File: src/rtl/rr_grant_arbiter_pkg.sv
// arb_pkg: shared FSM state type and counter sizing for rr_grant_arbiter
package arb_pkg;
    typedef enum logic {IDLE, BUSY} state_t;
    function automatic int cnt_width(input int max_hold);
        return (max_hold > 0) ? $clog2(max_hold + 1) : 1;
    endfunction
endpackage

File: src/rtl/rr_grant_arbiter_if.sv
// rr_grant_arbiter_if: request/release/grant bundle between requesters and the arbiter
interface rr_grant_arbiter_if #(parameter int N = 4);
    localparam int IW = $clog2(N);
    logic [N-1:0]  req;
    logic [N-1:0]  done;
    logic [N-1:0]  gnt;
    logic [IW-1:0] gnt_idx;
    logic          gnt_vld;
    logic          timeout;
    modport master (output req, done, input gnt, gnt_idx, gnt_vld, timeout);
    modport slave (input req, done, output gnt, gnt_idx, gnt_vld, timeout);
endinterface

File: src/rtl/rr_grant_arbiter_ff_lsb_encoder.sv
// ff_lsb_encoder: index of the lowest set bit of vec, with an any-set flag
module ff_lsb_encoder #(parameter int N = 4) (
    input  logic [N-1:0]         vec,
    output logic [$clog2(N)-1:0] idx,
    output logic                 any
);
    always_comb begin
        idx = '0;
        any = |vec;
        for (int i = N - 1; i >= 0; i--)
            if (vec[i]) idx = ($clog2(N))'(i);
    end
endmodule

File: src/rtl/rr_grant_arbiter.sv
// rr_grant_arbiter: round-robin arbiter with owner release and hold timeout
module rr_grant_arbiter
    import arb_pkg::*;
#(
    parameter int N = 4,
    parameter int MAX_HOLD = 16
) (
    input logic               clk,
    input logic               rstb,
    rr_grant_arbiter_if.slave bus
);
    localparam int IW = $clog2(N);
    localparam int CW = cnt_width(MAX_HOLD);
    state_t        state;
    logic [IW-1:0] ptr;
    logic [CW-1:0] hold_cnt;
    logic [N-1:0]  masked;
    logic [IW-1:0] m_idx, r_idx, sel;
    logic          m_any, r_any, own_done, own_drop, expire;
    always_comb begin
        masked = '0;
        for (int i = 0; i < N; i++) masked[i] = bus.req[i] && (i > int'(ptr));
    end
    ff_lsb_encoder #(.N(N)) u_masked (.vec(masked), .idx(m_idx), .any(m_any));
    ff_lsb_encoder #(.N(N)) u_raw (.vec(bus.req), .idx(r_idx), .any(r_any));
    assign sel      = m_any ? m_idx : r_idx;
    assign own_done = bus.done[bus.gnt_idx];
    assign own_drop = !bus.req[bus.gnt_idx];
    assign expire   = (MAX_HOLD != 0) && (hold_cnt == CW'(MAX_HOLD - 1));
    // timeout flags only an exit forced purely by the hold limit
    always_ff @(posedge clk) begin
        if (!rstb) begin
            state       <= IDLE;
            ptr         <= IW'(N - 1);
            hold_cnt    <= '0;
            bus.gnt     <= '0;
            bus.gnt_idx <= '0;
            bus.gnt_vld <= 1'b0;
            bus.timeout <= 1'b0;
        end else begin
            bus.timeout <= 1'b0;
            if (state == IDLE) begin
                if (r_any) begin
                    state       <= BUSY;
                    bus.gnt     <= N'(1) << sel;
                    bus.gnt_idx <= sel;
                    bus.gnt_vld <= 1'b1;
                    ptr         <= sel;
                    hold_cnt    <= '0;
                end
            end else if (own_done || own_drop || expire) begin
                state       <= IDLE;
                bus.gnt     <= '0;
                bus.gnt_idx <= '0;
                bus.gnt_vld <= 1'b0;
                bus.timeout <= !own_done && !own_drop;
            end else begin
                hold_cnt <= hold_cnt + 1'b1;
            end
        end
    end
endmodule

File: src/flat_wrapper.sv
// flat-port wrapper written by rule: the top's interface ports become plain ports
module rr_grant_arbiter_flat import arb_pkg::*;
#(
    parameter int N = 4,
    parameter int MAX_HOLD = 16
)
  (clk, rstb, bus_req, bus_done, bus_gnt, bus_gnt_idx, bus_gnt_vld, bus_timeout);
  rr_grant_arbiter_if #(.N(N)) bus_i ();
  input logic clk;
  input logic rstb;
  input wire logic [$bits(bus_i.req)-1:0] bus_req;
  input wire logic [$bits(bus_i.done)-1:0] bus_done;
  output wire logic [$bits(bus_i.gnt)-1:0] bus_gnt;
  output wire logic [$bits(bus_i.gnt_idx)-1:0] bus_gnt_idx;
  output wire logic [$bits(bus_i.gnt_vld)-1:0] bus_gnt_vld;
  output wire logic [$bits(bus_i.timeout)-1:0] bus_timeout;
  assign bus_i.req = bus_req;
  assign bus_i.done = bus_done;
  assign bus_gnt = bus_i.gnt;
  assign bus_gnt_idx = bus_i.gnt_idx;
  assign bus_gnt_vld = bus_i.gnt_vld;
  assign bus_timeout = bus_i.timeout;
  rr_grant_arbiter #(.N(N), .MAX_HOLD(MAX_HOLD)) u_core (.clk(clk), .rstb(rstb), .bus(bus_i));
endmodule
File: config.mk
export PLATFORM = sky130hd
export DESIGN_NAME = rr_grant_arbiter_flat
export DESIGN_NICKNAME = d
export VERILOG_FILES = /design/src/rtl/rr_grant_arbiter_pkg.sv /design/src/rtl/rr_grant_arbiter_if.sv /design/src/rtl/rr_grant_arbiter_ff_lsb_encoder.sv /design/src/rtl/rr_grant_arbiter.sv /design/src/flat_wrapper.sv
export SDC_FILE = /design/constraint.sdc
export NUM_CORES = 1
export LEC_CHECK = 0
export ABC_AREA = 0
export CAP_MARGIN = 20
export CORE_MARGIN = 2
export CORE_UTILIZATION = 48
export DETAILED_ROUTE_END_ITERATION = 10
export PLACE_DENSITY = 0.76
export RECOVER_POWER = 100
export SETUP_SLACK_MARGIN = 0.1
export SLEW_MARGIN = 20
export SYNTH_ARGS = -nofsm -noshare
export SYNTH_HDL_FRONTEND = slang
export SYNTH_SLANG_ARGS = --single-unit
File: constraint.sdc
create_clock -name clk -period 2.3 [get_ports clk]
set_input_delay 0.345 -clock clk [delete_from_list [all_inputs] [get_ports clk]]
set_output_delay 0.345 -clock clk [all_outputs]
set_load 0.02 [all_outputs]
==> results of run 1 <==
cells in the final DEF (no fill, tap or decap), drive strengths merged, types with 2 or more instances in the layout:
cell	synthesis	layout
dfxtp	16	16
nand2	9	9
dlygate4sd3	0	9
clkdlybuf4s50	0	8
o21ai	8	8
nor2	6	6
nand2b	6	6
inv	5	5
buf	2	5
a21oi	5	5
or4	4	4
clkbuf	2	4
and3	3	3
nor3	3	3
o21a	3	3
nand3	3	3
nor2b	2	2
a32o	2	2
o31ai	2	2
o211ai	2	2
ha	2	2
report_power, final:
group          switching [mW]  leakage (nW)  internal [mW]
Combinational          0.0851         0.282         0.0749
Clock                  0.0866        0.0138         0.0609
Sequential             0.0159         0.131          0.297
per-layer routing:
layer  vias to the layer above  track usage, %  share of wire (%)
met4                         0            5.29               0.58
met1                       364            28.1                 49
met5                         -               0                  0
met3                         2            5.95                6.4
met2                        30            33.2                 44
li1                        402               -                  -
flip-flops by register name, indices dropped and copies added, names as in the netlist:
register	cells
u_core.bus.gnt	4
u_core.bus.timeout	1
u_core.bus.gnt_vld	1
u_core.state	1
u_core.bus.gnt_idx	2
u_core.hold_cnt	5
u_core.ptr	2
final cells by class:
type                            count  area [um^2]  area share [%]
Multi-Input combinational cell     72          462            43.8
Sequential cell                    16          320            30.4
Tap cell                           16         20.0            1.90
Clock buffer                        3         22.5            2.14
Timing Repair Buffer               23          211            20.0
Inverter                            5         18.8            1.78
per-stage QoR:
step                hold slack [ns]  util [%]  power, mW  cell area (um^2)  worst slack [ns]
finish                        0.483      67.7      0.620              1050             0.274
CTS                           0.491      68.1      0.635              1060             0.375
global placement              0.461      66.7      0.485              1040             0.101
global route                  0.502      67.7      0.653              1050             0.227
detailed placement            0.475      66.7      0.487              1040            0.0745
floorplan                     0.447         -      0.418               827             0.544
worst max-delay path by stage:
stage          cells past startpoint                          startpoint  slack [ns]                         endpoint
2_1_floorplan                      4  u_core.bus.gnt_idx[0]$_SDFFE_PN0P_        0.54  u_core.hold_cnt[2]$_SDFFE_PN0P_
3_3_place_gp                       5                          bus_req[3]        0.10  u_core.hold_cnt[3]$_SDFFE_PN0P_
3_5_place_dp                       5                          bus_req[3]        0.07  u_core.hold_cnt[3]$_SDFFE_PN0P_
4_1_cts                            5                          bus_req[3]        0.37  u_core.hold_cnt[3]$_SDFFE_PN0P_
5_1_grt                            5                          bus_req[3]        0.23  u_core.hold_cnt[2]$_SDFFE_PN0P_
6_report                           5                          bus_req[3]        0.27  u_core.hold_cnt[2]$_SDFFE_PN0P_
logic make-up after synthesis:
family / count (synthesis)
buffers and inverters: 9
flip-flops: 16
adder cells (fa/ha/maj): 2
AO/OA/AOI/OAI: 27
AND/OR/NAND/NOR: 41
multiplexers: 2
worst max-delay path, delay by kind of cell:
kind / cells / cell delay [ns]
compound gates: 1 / 0.26
buf+inv: 1 / 0.57
simple gates: 3 / 1.10
==> flow_metrics.tcl, run 1 <==
set metrics [dict create \
    cts.sinks 16 \
    yosysMostFrequentCell "dfxtp_1" \
    chipWidth_um 45.5 \
    syn_nets 109 \
    synth_top_family_by_area "simple AND/OR/NAND/NOR gates" \
    max_cap_viol_count 0 \
    cts_made_buffers 3 \
    netlist.area_leader.share_pct 38.7 \
    synth-seq-cells 16 \
    die_h_um 45.5 \
    rows 14 \
    yosysWarnings 0 \
    synthTopCellsByArea "dfxtp_1 39%, nand2b_1 4.5%, nand2_1 4.1%" \
    ant_nets 0 \
    ios 18 \
    remaining_drc_errors 0 \
    core_um2 1560 \
    synth_xor_area_share_pct 0 \
    clockBufferDepth 2 \
    hold_path_class "reg2reg" \
    dp.cells 132 \
    tns_ns 0 \
    drive_gt1_share_pct 10.1 \
    synthCells 97 \
    grt_usage_pct 21.0 \
    antenna_found_initial 0 \
    hold_path_end "u_core.bus.gnt_idx[1]$_SDFFE_PN0P_" \
    vias 798 \
    cts_hold_buf 0 \
    worst_pin_slew_ns 0.415 \
    start_util_pct 53.0 \
    grt_pass1_wl_um 3170 \
    rsz0062_at_grt "false" \
    path_clk_slew_ns 0.09 \
    synth_area_leader_cell "dfxtp_1" \
    cts_setup_buffers 0 \
    fill_cells 123 \
    dr.pass1.iters 6 \
    htreeDepth 1 \
    crit_chain "dlygate4sd3_1 > or4_1 > a21o_1 > or4_1 > nand2_1" \
    critical_path_required_ns 2.54 \
    drt_iter0_markers 21 \
    area_delta_synth_final_pct 27.5 \
    synth_seq_area_share_pct 38.7 \
    min_path_cells 2 \
    synth_compound_area_share_pct 22.2 \
    cp.arrival_ns 2.26 \
    relSlewSlack_pct 72.3 \
    max_freq_mhz 494 \
    dieArea_um2 2070 \
    p_leak_nw 0.427 \
    synthMuxAreaShare_pct 3.93 \
    synth-main-ff-cell "dfxtp_1" \
    syn_area_per_cell_um2 8.53 \
    p_per_area_nw_per_um2 588 \
    fin_crit_sh_pct 88.1 \
    critPathLaunchType "input pin" \
    fin_nets 133 \
    hpwlAfterDp_um 1440 \
    crit_fanout 5 \
    r2r_slack_ns 0.51 \
    fin_cells 135 \
    status "complete, no violations" \
    vias_per_cell 5.91 \
    hold_viol 0 \
    fin_skew_ns 0.00687 \
    antennaDiodeCount 0 \
    cts-root-buf "clkbuf_4" \
    vdd_drop_max_v 0.000402 \
    crit_path_top_delay_cell "dlygate4sd3_1" \
    ys_types 35 \
    synth_edf_count 0 \
    port_buffers 17 \
    finalWirelength_um 1890 \
    r2r_start "u_core.hold_cnt[0]$_SDFFE_PN0P_" \
    crit_path_end_kind "register" \
    clk_latency_ns 0.29 \
    wire_per_inst_um 14.0 \
    crit_type "in2reg" \
    grt_pass1_vias 714 \
    hp-start "u_core.bus.gnt_idx[1]$_SDFFE_PN0P_" \
    cts_resized 0 \
    ff2ff_path_depth 5 \
    synthAdderAreaFrac_pct 3.03 \
    crit_path_frequent_cell "or4_1" \
    rr_endpoint "u_core.hold_cnt[3]$_SDFFE_PN0P_" \
    finalCriticalPeriod_ns 2.03 \
    syn_area_um2 827 \
    synth_common_cells "16 x dfxtp_1, 9 x nand2_1, 6 x nand2b_1, 6 x nor2_1" \
    cts_tree "yes" \
    slowest_delay_ns 0.57 \
    finalMaxSlewViolations 0 \
    place.gp.congestion 0.897 \
    setup_viol 0 \
    grt_max_degree 12 \
    synthArstFlopShare_pct 0 \
    synthSimpleGateAreaFrac_pct 27.1 \
    grt_overflow 0 \
]
No activity file was read; power rests on OpenSTA's default activity.
==> run 2: changes to the inputs <==
--- a/config.mk
+++ b/config.mk
@@ -7,10 +7,11 @@
 export LEC_CHECK = 0
 export ABC_AREA = 0
 export CAP_MARGIN = 20
-export CORE_MARGIN = 2
-export CORE_UTILIZATION = 48
+export CELL_PAD_IN_SITES_DETAIL_PLACEMENT = 0
+export CELL_PAD_IN_SITES_GLOBAL_PLACEMENT = 2
+export CORE_UTILIZATION = 28
 export DETAILED_ROUTE_END_ITERATION = 10
-export PLACE_DENSITY = 0.76
+export PLACE_DENSITY_LB_ADDON = 0.1
 export RECOVER_POWER = 100
 export SETUP_SLACK_MARGIN = 0.1
 export SLEW_MARGIN = 20
==> run 2 against run 1 <==
Clock power grew 35%. First-iteration DRC count grew 14%. Largest power group unchanged. Critical endpoint unchanged. Critical path type unchanged. Critical path depth is the same. Cell area grew 3.8%. Sequential cell count is the same.
==> flow_metrics.tcl, run 2 (same netlist as run 1, synthesis figures left out) <==
set metrics [dict create \
    largest_reg_flops 5 \
    top_register "u_core.hold_cnt" \
    grt_overflow 0 \
    crit_path_frequent_cell "or4_1" \
    antennaDiodeCount 0 \
    worst_pin_slew_ns 0.417 \
    finalWirelength_um 2070 \
    vias_per_cell 5.05 \
    fin_crit_sh_pct 90.4 \
    vdd_drop_max_v 0.000362 \
    cts_setup_buffers 0 \
    p_per_area_nw_per_um2 619 \
    critPathLaunchType "input pin" \
    critical_path_required_ns 2.55 \
    area_delta_synth_final_pct 32.4 \
    post-route-util_pct 39.4 \
    crit_fanout 7 \
    fin_skew_ns 0.00157 \
    top_regs "u_core.hold_cnt: 5 flops, u_core.bus.gnt: 4 flops" \
    slowest_delay_ns 0.62 \
    crit_chain "dlygate4sd3_1 > or4_1 > a21o_1 > or4_1 > nand2_1" \
    ant_nets 0 \
    dp.cells 148 \
    p_leak_nw 0.438 \
    clockBufferDepth 2 \
    max_cap_viol_count 0 \
    hpwlAfterDp_um 1520 \
    crit_path_end_kind "register" \
    grt_pass1_wl_um 3460 \
    max_freq_mhz 481 \
    tns_ns 0 \
    chipWidth_um 56.4 \
    remaining_drc_errors 0 \
    cts_resized 0 \
    final_common_cell "dfxtp_1" \
    ios 18 \
    cts_tree "yes" \
    core_um2 2780 \
    place.gp.congestion 0.759 \
    relSlewSlack_pct 72.2 \
    wire_per_inst_um 13.6 \
    dr.pass1.iters 4 \
    cts_hold_buf 0 \
    die_h_um 56.4 \
    start_util_pct 29.7 \
    grt_usage_pct 14.0 \
    hold_path_class "reg2reg" \
    vias 767 \
    finalCriticalPeriod_ns 2.08 \
    clk_latency_ns 0.30 \
    cts.sinks 16 \
    hold_viol 0 \
    cts_made_buffers 3 \
    finalMaxSlewViolations 0 \
    min_path_cells 2 \
    fin_cells 152 \
    drive_gt1_share_pct 11.6 \
    path_clk_slew_ns 0.10 \
    worst_slack_ns 0.220 \
    drt_iter0_markers 24 \
    dpl_worst_slack_ns -0.00259 \
    antenna_found_initial 0 \
    htreeDepth 1 \
    fin_nets 134 \
    grt_pass1_vias 723 \
    grt_max_degree 12 \
    crit_path_top_delay_cell "dlygate4sd3_1" \
    dieArea_um2 3180 \
    status "complete, no violations" \
    port_buffers 17 \
    setup_viol 0 \
    ff2ff_path_depth 5 \
    crit_type "in2reg" \
    finalPower_mw 0.677 \
    cts-root-buf "clkbuf_4" \
    cp.arrival_ns 2.33 \
    rows 19 \
    layout_common_cells "16 x dfxtp_1, 9 x nand2_1, 9 x dlygate4sd3_1" \
    rsz0062_at_grt "false" \
]
==> run 2: cell types whose count changed in the layout (fill, tap and decap cells not counted) <==
| cell | previous run | this run |
|---|---|---|
| buf_4 | 5 | 6 |
| clkbuf_8 | 0 | 1 |
| o21ai_1 | 3 | 4 |
| o21ai_0 | 5 | 4 |
==> run 2: per-stage QoR <==
stage               hold WS, ns  instance area, um^2
finish                    0.477                 1090
global route              0.505                 1090
CTS                       0.487                 1100
detailed placement        0.471                 1070
global placement          0.461                 1070
floorplan                 0.447                  827
==> run 2: power breakdown <==
group          switching (mW)  internal (mW)  leakage (nW)
sequential             0.0152          0.297         0.131
combinational          0.0877         0.0793         0.286
clock                   0.101         0.0966        0.0210
total                   0.204          0.473         0.438
==> run 2: worst max-delay path: cells and delay by family <==
kind            cells  cell delay (ns)
compound gates      1             0.26
buf+inv             1             0.62
simple gates        3             1.11
==> run 2: worst paths after layout <==
| check | start | slack, ns | to |
|---|---|---|---|
| max | bus_req[3] | 0.22 | u_core.hold_cnt[2]$_SDFFE_PN0P_ |
| min | u_core.bus.gnt[1]$_SDFFE_PN0P_ | 0.48 | u_core.bus.gnt[1]$_SDFFE_PN0P_ |
| max reg2reg | u_core.hold_cnt[0]$_SDFFE_PN0P_ | 0.52 | u_core.hold_cnt[3]$_SDFFE_PN0P_ |
| min reg2reg | u_core.bus.gnt[1]$_SDFFE_PN0P_ | 0.48 | u_core.bus.gnt[1]$_SDFFE_PN0P_ |
==> run 2: area by class of cell <==
class	instances	area [um^2]
clock buffers	4	36.3
inverters	5	18.8
well taps	31	38.8
fillers	302	1690
multi-input cells	72	462
flip-flops and latches	16	320
repair buffers	24	219
==> run 2: routing by layer <==
metal | track usage [%] | share of wire [%] | up-vias
met5 | 0 | 0 | -
met4 | 5.23 | 1.7 | 0
met3 | 5.53 | 8.5 | 5
met2 | 17.3 | 36 | 28
met1 | 21.0 | 54 | 332
li1 | - | - | 402
